<file path="src/rtl/snake_pkg.sv">
// Shared encodings and defaults for the snake game sequencer.
// Includes the tick period and key priority helpers used by the top level.
package snake_pkg;

    typedef enum logic [1:0] {
        ST_IDLE  = 2'd0,
        ST_PLAY  = 2'd1,
        ST_PAUSE = 2'd2,
        ST_OVER  = 2'd3
    } game_state_t;

    // Direction codes match key_n bit positions, and reverse(d) == ~d.
    typedef enum logic [1:0] {
        DIR_RIGHT = 2'd0,
        DIR_DOWN  = 2'd1,
        DIR_UP    = 2'd2,
        DIR_LEFT  = 2'd3
    } dir_t;

    localparam int DEF_BASE_PERIOD = 2500000;
    localparam int DEF_STEP        = 250000;
    localparam int DEF_LEVEL_PTS   = 5;
    localparam int DEF_MAX_SCORE   = 99;
    localparam int PERIOD_W        = 32;

    function automatic logic [PERIOD_W-1:0] tick_period(input logic [2:0] lvl,
                                                        input int base,
                                                        input int step_sz);
        int red;
        red = int'(lvl) * step_sz;
        if (base - red < step_sz) begin
            return PERIOD_W'(step_sz);
        end
        return PERIOD_W'(base - red);
    endfunction

    function automatic logic [1:0] lowest_set(input logic [3:0] v);
        logic [1:0] idx;
        idx = 2'd0;
        for (int i = 3; i >= 0; i--) begin
            if (v[i]) idx = 2'(i);
        end
        return idx;
    endfunction

endpackage

</file>
<file path="src/rtl/tick_gen.sv">
// Programmable step divider: registered one-cycle tick every `period` enabled clocks.
// The period is sampled on load and at each wrap, so changes apply from the next interval.
module tick_gen
    import snake_pkg::*;
#(
    parameter int W = PERIOD_W
) (
    input  logic         clk,
    input  logic         rst_n,
    input  logic         enable,
    input  logic         load,
    input  logic [W-1:0] period,
    output logic         tick
);
    localparam logic [W-1:0] ONE = W'(1);

    logic [W-1:0] cnt_q;
    logic [W-1:0] per_q;
    logic         tick_q;

    always_ff @(posedge clk or negedge rst_n) begin
        if (!rst_n) begin
            cnt_q  <= '0;
            per_q  <= '0;
            tick_q <= 1'b0;
        end else if (load) begin
            cnt_q  <= '0;
            per_q  <= period;
            tick_q <= 1'b0;
        end else begin
            tick_q <= 1'b0;
            if (enable) begin
                if (cnt_q == per_q - ONE) begin
                    cnt_q  <= '0;
                    per_q  <= period;
                    tick_q <= 1'b1;
                end else begin
                    cnt_q <= cnt_q + ONE;
                end
            end
        end
    end

    assign tick = tick_q;

endmodule

</file>
<file path="src/rtl/game_sequencer.sv">
// Snake game control: play-state FSM, direction latching, scoring/levels and step pacing.
// Every output comes straight from a register.
module game_sequencer
    import snake_pkg::*;
#(
    parameter int BASE_PERIOD = DEF_BASE_PERIOD,
    parameter int STEP        = DEF_STEP,
    parameter int LEVEL_PTS   = DEF_LEVEL_PTS,
    parameter int MAX_SCORE   = DEF_MAX_SCORE
) (
    input  logic       CLOCK_50,
    input  logic       reset_n,
    input  logic       start_req,
    input  logic       pause_req,
    input  logic [3:0] key_n,
    input  logic       collision,
    input  logic       food_eaten,
    output logic [1:0] state,
    output logic       game_active,
    output logic       game_over,
    output logic       move_tick,
    output logic [1:0] dir,
    output logic       clear_req,
    output logic [7:0] score,
    output logic [2:0] level
);
    game_state_t       state_q, state_d;
    logic              start_play;
    logic [1:0]        dir_q;
    logic [1:0]        pend_q;
    logic              pend_vld_q;
    logic [3:0]        key_q;
    logic [3:0]        key_fell;
    logic [7:0]        score_q;
    logic [2:0]        level_q;
    logic [7:0]        food_cnt_q;
    logic              clear_q;
    logic              active_q;
    logic              over_q;
    logic [PERIOD_W-1:0] period;
    logic              tick_en;

    always_comb begin
        state_d    = state_q;
        start_play = 1'b0;
        case (state_q)
            ST_IDLE, ST_OVER: begin
                if (start_req) begin
                    state_d    = ST_PLAY;
                    start_play = 1'b1;
                end
            end
            ST_PLAY: begin
                if (collision)      state_d = ST_OVER;
                else if (pause_req) state_d = ST_PAUSE;
            end
            ST_PAUSE: begin
                if (pause_req) state_d = ST_PLAY;
            end
            default: state_d = ST_IDLE;
        endcase
    end

    assign key_fell = key_q & ~key_n;
    assign period   = tick_period(level_q, BASE_PERIOD, STEP);
    // Counting keyed on the next state keeps ticks out of PAUSE/OVER and holds the count across a pause.
    assign tick_en  = (state_d == ST_PLAY) && !start_play;

    tick_gen #(.W(PERIOD_W)) u_tick (
        .clk    (CLOCK_50),
        .rst_n  (reset_n),
        .enable (tick_en),
        .load   (start_play),
        .period (period),
        .tick   (move_tick)
    );

    always_ff @(posedge CLOCK_50 or negedge reset_n) begin
        if (!reset_n) begin
            state_q    <= ST_IDLE;
            dir_q      <= DIR_RIGHT;
            pend_q     <= DIR_RIGHT;
            pend_vld_q <= 1'b0;
            key_q      <= 4'hF;
            score_q    <= '0;
            level_q    <= '0;
            food_cnt_q <= '0;
            clear_q    <= 1'b0;
            active_q   <= 1'b0;
            over_q     <= 1'b0;
        end else begin
            state_q  <= state_d;
            clear_q  <= start_play;
            active_q <= (state_d == ST_PLAY) || (state_d == ST_PAUSE);
            over_q   <= (state_d == ST_OVER);
            key_q    <= key_n;
            if (start_play) begin
                score_q    <= '0;
                level_q    <= '0;
                food_cnt_q <= '0;
                dir_q      <= DIR_RIGHT;
                pend_vld_q <= 1'b0;
            end else if (state_q == ST_PLAY) begin
                if (food_eaten && !collision) begin
                    if (score_q < 8'(MAX_SCORE)) score_q <= score_q + 8'd1;
                    if (food_cnt_q >= 8'(LEVEL_PTS - 1)) begin
                        food_cnt_q <= '0;
                        if (level_q != 3'd7) level_q <= level_q + 3'd1;
                    end else begin
                        food_cnt_q <= food_cnt_q + 8'd1;
                    end
                end
                if (move_tick && pend_vld_q) begin
                    if (pend_q != ~dir_q) dir_q <= pend_q;
                    pend_vld_q <= 1'b0;
                end
                // A fresh key edge wins over consuming the old request in the same cycle.
                if (|key_fell) begin
                    pend_q     <= lowest_set(key_fell);
                    pend_vld_q <= 1'b1;
                end
            end
        end
    end

    assign state       = state_q;
    assign game_active = active_q;
    assign game_over   = over_q;
    assign dir         = dir_q;
    assign clear_req   = clear_q;
    assign score       = score_q;
    assign level       = level_q;

endmodule

</file>
<file path="config.mk">
export PLATFORM = sky130hd
export DESIGN_NAME = game_sequencer
export DESIGN_NICKNAME = d
export VERILOG_FILES = /design/src/rtl/snake_pkg.sv /design/src/rtl/tick_gen.sv /design/src/rtl/game_sequencer.sv
export SDC_FILE = /design/constraint.sdc
export NUM_CORES = 1
export LEC_CHECK = 0
export CAP_MARGIN = 15
export CORE_MARGIN = 2
export CORE_UTILIZATION = 60
export CTS_CLUSTER_DIAMETER = 80
export DETAILED_ROUTE_END_ITERATION = 10
export PLACE_DENSITY_LB_ADDON = 0.12
export SYNTH_ARGS = -nofsm -noshare
export SYNTH_HDL_FRONTEND = slang
export SYNTH_HIERARCHICAL = 1
export SYNTH_SLANG_ARGS = --single-unit
</file>
<file path="constraint.sdc">
create_clock -name CLOCK_50 -period 3.9 [get_ports CLOCK_50]
set_input_delay 0.78 -clock CLOCK_50 [delete_from_list [all_inputs] [get_ports CLOCK_50]]
set_output_delay 0.78 -clock CLOCK_50 [all_outputs]
set_load 0.01 [all_outputs]
</file>
# --- After elaboration in Yosys (flattened, before gate mapping) ---
# Cells that the tools add are included.
word_totals:
  regBits: 98
  output_inout_bits: 19
  in_bits: 10
classes:
  mux: 44
  n_reduce_logical: 26
  n_lt_le_gt_ge: 3
  multipliers: 1
  n_addsub: 6
  bitwise_logic: 4
  eq_ne: 9
op_table:
  columns: ["operator", "n"]
  rows:
  - ["$mux 32", 8]
  - ["$mux 8", 8]
  - ["$add 32x1->32 const B", 1]
  - ["$eq 32x32->1", 1]
  - ["$lt 32x19->1 const B", 1]
  - ["$sub 32x1->32 const B", 1]
  - ["$mux 2", 12]
  - ["$sub 22x21->23 const A", 1]
  - ["$reduce_bool 2->1", 9]
  - ["$mul 3x14->17 const B", 1]
  - ["$add 8x1->8 const B", 2]
  - ["$mux 3", 5]
  - ["$mux 1", 10]
  - ["$reduce_and 3->1", 3]
  - ["$eq 2x2->1 const B", 4]
  - ["$ge 8x3->1 const B", 1]
  - ["$lt 8x7->1 const B", 1]
  - ["$pmux 2 s3", 1]
  - ["$reduce_and 2->1", 3]
  - ["$and 4x4->4", 1]
  - ["$eq 2x1->1 const B", 2]
  - ["$not 4->4", 1]
  - ["$reduce_and 4->1", 1]
  - ["$reduce_or 4->1", 1]
  - ["11 further kinds", 14]

# --- Longest topological paths before layout ---
depth:
  word_depth: 8
  mapped_depth: 16
  ltp_nobuf: 16

# --- Hierarchy ---
# The synthesis kept the hierarchy.
modules_own_cells:
  columns: ["mod", "instances", "area_each_um2", "cells_per_inst"]
  rows:
  - ["tick_gen", 1, 4460.5, 451]
  - ["game_sequencer", 1, 2333.5, 260]

# --- Worst setup path after synthesis ---
# OpenSTA, ideal clock, no wires.
synth_timing:
  path_kind: "register to register"
  from: "register level_q[0] (netlist: level[0])"
  to: "register u_tick.per_q[13]"
  required_time_ns: 3.775
  stages_incl_launch_ff: 14
  synth_period_minus_slack_ns: 3.570
  t_arrival_ns: 3.445
  n_path_buf: 1
  setup_ns: 0.125
  setup_slack_ns: 0.330
  path_cell_list: "dfrtp_1 clkbuf_1 inv_1 ha_1 inv_1 ha_1 fa_1 or3b_1 a21boi_1 a221oi_1 a221o_1 o21ai_2 a21oi_1 mux2_4"
synth_via:
  elab_chain_cells: 8
synth_rtl:
  columns: ["element", "line", "text"]
  rows:
  - ["start: declaration", "game_sequencer.sv:35", "logic [2:0] level_q;"]
  - ["start signal: assignment", "game_sequencer.sv:108", "if (level_q != 3'd7) level_q <= level_q + 3'd1;"]
  - ["$mul 3x14->17 *", "snake_pkg.sv:30", "red = int'(lvl) * step_sz;"]
  - ["$sub 22x21->23 *", "snake_pkg.sv:31, snake_pkg.sv:34", null]
  - ["$lt 32x19->1", "snake_pkg.sv:31", "if (base - red < step_sz) begin"]
  - ["$mux 1", "snake_pkg.sv:31", null]
  - ["$mux 32 *", "snake_pkg.sv:34", "return PERIOD_W'(base - red);"]
  - ["named net period[13]", "game_sequencer.sv:40", "logic [PERIOD_W-1:0] period;"]
  - ["$mux 32", "tick_gen.sv:33", "if (cnt_q == per_q - ONE) begin"]
  - ["$mux 32", "tick_gen.sv:32", "if (enable) begin"]
  - ["$mux 32 *", "tick_gen.sv:26", "end else if (load) begin"]
  - ["end signal: assignment", "tick_gen.sv:28", "per_q <= period;"]
  - ["end signal: assignment", "tick_gen.sv:35", "per_q <= period;"]
  - ["end: declaration", "tick_gen.sv:18", "logic [W-1:0] per_q;"]
# The timed path passes the listed nets; every way through them passes the cells marked *. The select of a mux whose other input is x is not followed.
# A chain may end at the register's enable or synchronous reset.

# --- Final worst setup path ---
layout_timing:
  from: "register u_tick.per_q[0]"
  to: "register u_tick.per_q[11]"
layout_via:
  elab_chain_cells: 4
layout_rtl:
  columns: ["element", "line"]
  rows:
  - ["$sub 32x1->32", "tick_gen.sv:33"]
  - ["$eq 32x32->1", "tick_gen.sv:33"]
  - ["$reduce_bool 2->1 (no line)", null]
  - ["$reduce_and 2->1 (no line)", null]
# Every way passes these cells.

==> impl_metrics.csv <==
group,metric,value,unit
status,status,"complete, no violations",
setup_path,rr_endpoint,"u_tick/per_q[11]",
power_and_ir_drop,swShare,0.4235,
job,maxCapViolations,0,
layout,diodes,0,
floorplan,initial_core_util,0.6213,
floorplan,fp.dieW,110.4,um
worst_hold_path,hp-class,"input pin to async pin",
setup_path,r2r_slack,0.30,ns
drt,antenna_left,0,
logic_synthesis,async_flop_share,1.000,
clocking,cts_buffer_depth,2,
timing,finalSetupViolations,0,
layout,drive_above_1_share,0.1329,
drt,num_vias,5353,
clocking,cts_sinks,98,
timing,worst_pin_slew,0.6111,ns
timing,worst_hold_slack,0.3525,ns
logic_synthesis,yosysSeqAreaShare,0.3617,
clocking,cts_tree,"built",
clocking,clk_latency,0.35,ns
power_and_ir_drop,p_per_area,757.3,nW/um^2
drt,via_per_inst,5.948,
global_routing,grt_pass1_vias,5199,
global_routing,met1_usage,0.3463,
global_routing,grt_usage,0.2483,
setup_path,required,4.13,ns
drt,wl_per_cell,16.45,um
floorplan,fp-row-count,38,
power_and_ir_drop,seqPwrFrac,0.297,
setup_path,cp_max_fo,36,
clocking,cts-htree-levels,3,
global_routing,antenna_found_initial,0,
power_and_ir_drop,power.share.combinational,0.535,
layout,fillCellCount,855,
drt,first_pass_iters,5,
logic_synthesis,netlist_area,6794,um^2
global_routing,grt_busiest_layer,"met2",
timing,fin_crit_sh,0.9228,
layout,layout-area-overhead-vs-synth,12.30,%
power_and_ir_drop,peakVddDrop,0.6413,mV
timing,drv_slew,0,
drt,routed_wl,14810,um
power_and_ir_drop,p_total,5778,uW
floorplan,die_h,110.4,um
logic_synthesis,syn_inst,711,
global_routing,gr-total-overflow,0,
power_and_ir_drop,leakagePower,0.003356,uW
layout,fin_util,0.6977,
setup_path,cp-startpoint,"u_tick/per_q[0]",
clocking,cts_root_buf,"clkbuf_16",
clocking,clkSlewWorstSetupHoldPaths,0.06,ns
global_routing,met2_usage,0.3861,
floorplan,die_area,12190,um^2
power_and_ir_drop,switching_power,2447,uW
setup_path,start_kind,"register",
logic_synthesis,synth_area_per_cell,9.556,um^2
timing,fin_crit,3.599,ns
setup_path,endpoint_kind,"register",
global_routing,grt_use_met3,0.04720,
clocking,numCtsBuffers,9,
placement,port_buffers,28,
placement,postPlaceCellArea,7286,um^2
logic_synthesis,yosysWarnings,6,
logic_synthesis,synth_edf_count,0,
layout,nets,793,
timing,fmax,277.8,MHz
placement,dpl.hpwl,11080,um
timing,final_hold_viol_count,0,
drt,route.detailed.drc,0,
clocking,hold_buffers,0,
setup_path,crit_type,"register to register",
logic_synthesis,ys.flop_type,"dfrtp_1",
setup_path,crit_path_max_incr_delay,0.55,ns
setup_path,crit_path_cell_trace,"inv_1, ha_1, nor3b_1, nand2_1, nor4_1, o32ai_1, a2111oi_2, nand4b_2, o21bai_4, buf_12, mux2_4",
logic_synthesis,ys_seq_elements,98,
global_routing,grt_max_degree,37,
timing,finClkSkew,0.007808,ns
setup_path,worstRegToRegCells,11,
timing,tns,0,ns
setup_path,critical_path.slowest_cell,"nor4_1",
setup_path,r2r_start,"u_tick/per_q[0]",
placement,place.gp.congestion,0.9256,
layout,final_cell_area,7630,um^2
drt,drtIter0Drc,338,
floorplan,core-area,10940,um^2
power_and_ir_drop,power.internal,3331,uW
logic_synthesis,synth.distinct_cells,83,
floorplan,top_level_ports,29,
power_and_ir_drop,p_clk_frac,0.167,
timing,rsz0062_at_grt,"false",
global_routing,grt_pass1_wl,25060,um
timing,slew_headroom,0.5888,
setup_path,worst_ep_arrival_time,3.83,ns
layout by cell type, fill, tap and decap left out, types with 12 or more instances in the layout:
master and n:
dfrtp_1 94, nor2_1 82, xor2_1 46, nand2_1 44, xnor2_1 39, a21oi_1 28, inv_1 27, clkdlybuf4s50_1 27
mux2_4 27, ha_1 25, buf_4 24, nor3_1 21, o21ai_0 19, nand3_1 18, nand4_1 17, conb_1 15
and3_1 14, nor4_1 12
power groups by stage:
stage          Combinational (uW)  Sequential, uW  Clock (uW)
4_1_cts                      3090            1710         990
2_1_floorplan                2470            1560           0
5_1_grt                      3420            1770        1030
3_3_place_gp                 2970            1700           0
3_5_place_dp                 3060            1720           0
6_report                     3090            1720         966
per-layer routing:
metal | vias to the layer above | wire, um
met5 | - | 0
met3 | 28 | 853
met1 | 2584 | 6798
met4 | 0 | 289
met2 | 136 | 6868
li1 | 2605 | -
state kept, by name (all words and copies together), names as in the netlist, 2 cells and up:
register and count:
u_tick/cnt_q 32, pend_q 2, state 2, level 3, food_cnt_q 8, u_tick/per_q 32
dir 2, score 8, key_q 4
cell usage after synthesis (4+ instances only):
cell / count / share of area
a211oi_1: 9 / 0.0099
a21boi_0: 5 / 0.0055
a21o_1: 4 / 0.0044
a21oi_1: 28 / 0.021
a31oi_1: 4 / 0.0037
and2_1: 6 / 0.0055
and3_1: 14 / 0.013
and4_1: 5 / 0.0064
buf_2: 4 / 0.0029
buf_6: 4 / 0.0066
clkbuf_1: 19 / 0.010
dfrtp_1: 94 / 0.35
dfstp_2: 4 / 0.015
ha_1: 25 / 0.046
inv_1: 27 / 0.015
mux2_2: 5 / 0.0083
mux2_4: 27 / 0.060
mux2i_1: 5 / 0.0074
nand2_1: 44 / 0.024
nand2b_1: 5 / 0.0046
nand3_1: 18 / 0.013
nand4_1: 17 / 0.016
nor2_1: 82 / 0.045
nor2b_1: 7 / 0.0064
nor3_1: 21 / 0.015
nor3b_1: 4 / 0.0044
nor4_1: 13 / 0.012
o211ai_1: 7 / 0.0077
o21ai_0: 19 / 0.014
o21ai_1: 4 / 0.0029
o21bai_1: 4 / 0.0044
or3_1: 8 / 0.0074
or4_1: 6 / 0.0066
xnor2_1: 39 / 0.050
xor2_1: 46 / 0.059
worst max-delay path by stage:
stage | endpoint | slack [ns] | cells after the start
6_report | u_tick/per_q[11] | 0.30 | 11
5_1_grt | u_tick/per_q[12] | 0.02 | 13
4_1_cts | u_tick/per_q[11] | 0.29 | 11
3_5_place_dp | u_tick/cnt_q[26] | 0.08 | 16
3_3_place_gp | u_tick/cnt_q[26] | 0.17 | 16
2_1_floorplan | u_tick/per_q[13] | 0.33 | 13
stage by stage:
step / setup slack [ns] / std cells
6_report: 0.3009 / 900
3_5_place_dp: 0.07648 / 883
3_3_place_gp: 0.1730 / 883
5_1_grt: 0.01828 / 900
4_1_cts: 0.2916 / 899
2_1_floorplan: 0.3301 / 725
critical path: cells and delay by family (launching register included):
kind | cells | cell delay, ns
AND/OR/NAND/NOR | 4 | 1.28
AO/OA/AOI/OAI | 3 | 0.80
flip-flops | 1 | 0.46
adder cells (fa/ha/maj) | 1 | 0.26
multiplexers | 1 | 0.33
buffers and inverters | 2 | 0.34
final cells by class:
class / count / area, um^2 / share of cell area
Timing Repair Buffer: 53 / 490.5 / 0.06428
Sequential cell: 98 / 2457 / 0.3221
Multi-Input combinational cell: 565 / 4071 / 0.5336
Inverter: 28 / 105.1 / 0.01378
Clock buffer: 12 / 256.5 / 0.03362
Tap cell: 140 / 175.2 / 0.02296
Clock inverter: 4 / 73.82 / 0.009675
repair_timing:
item | CTS | global route
setup endpoints to repair | 0 | 26
setup buffers | 0 | 1
resized for setup | 0 | 1
cell families after synthesis:
family,count (synthesis),synth area share
flip-flops,98,0.3617
buffers and inverters,62,0.04770
AND/OR/NAND/NOR,280,0.2267
multiplexers,37,0.07532
adder cells (fa/ha/maj),28,0.05488
other,1,0.0005520
AO/OA/AOI/OAI,120,0.1236
XOR/XNOR,85,0.1096
Power figures use the tool's default switching activity.
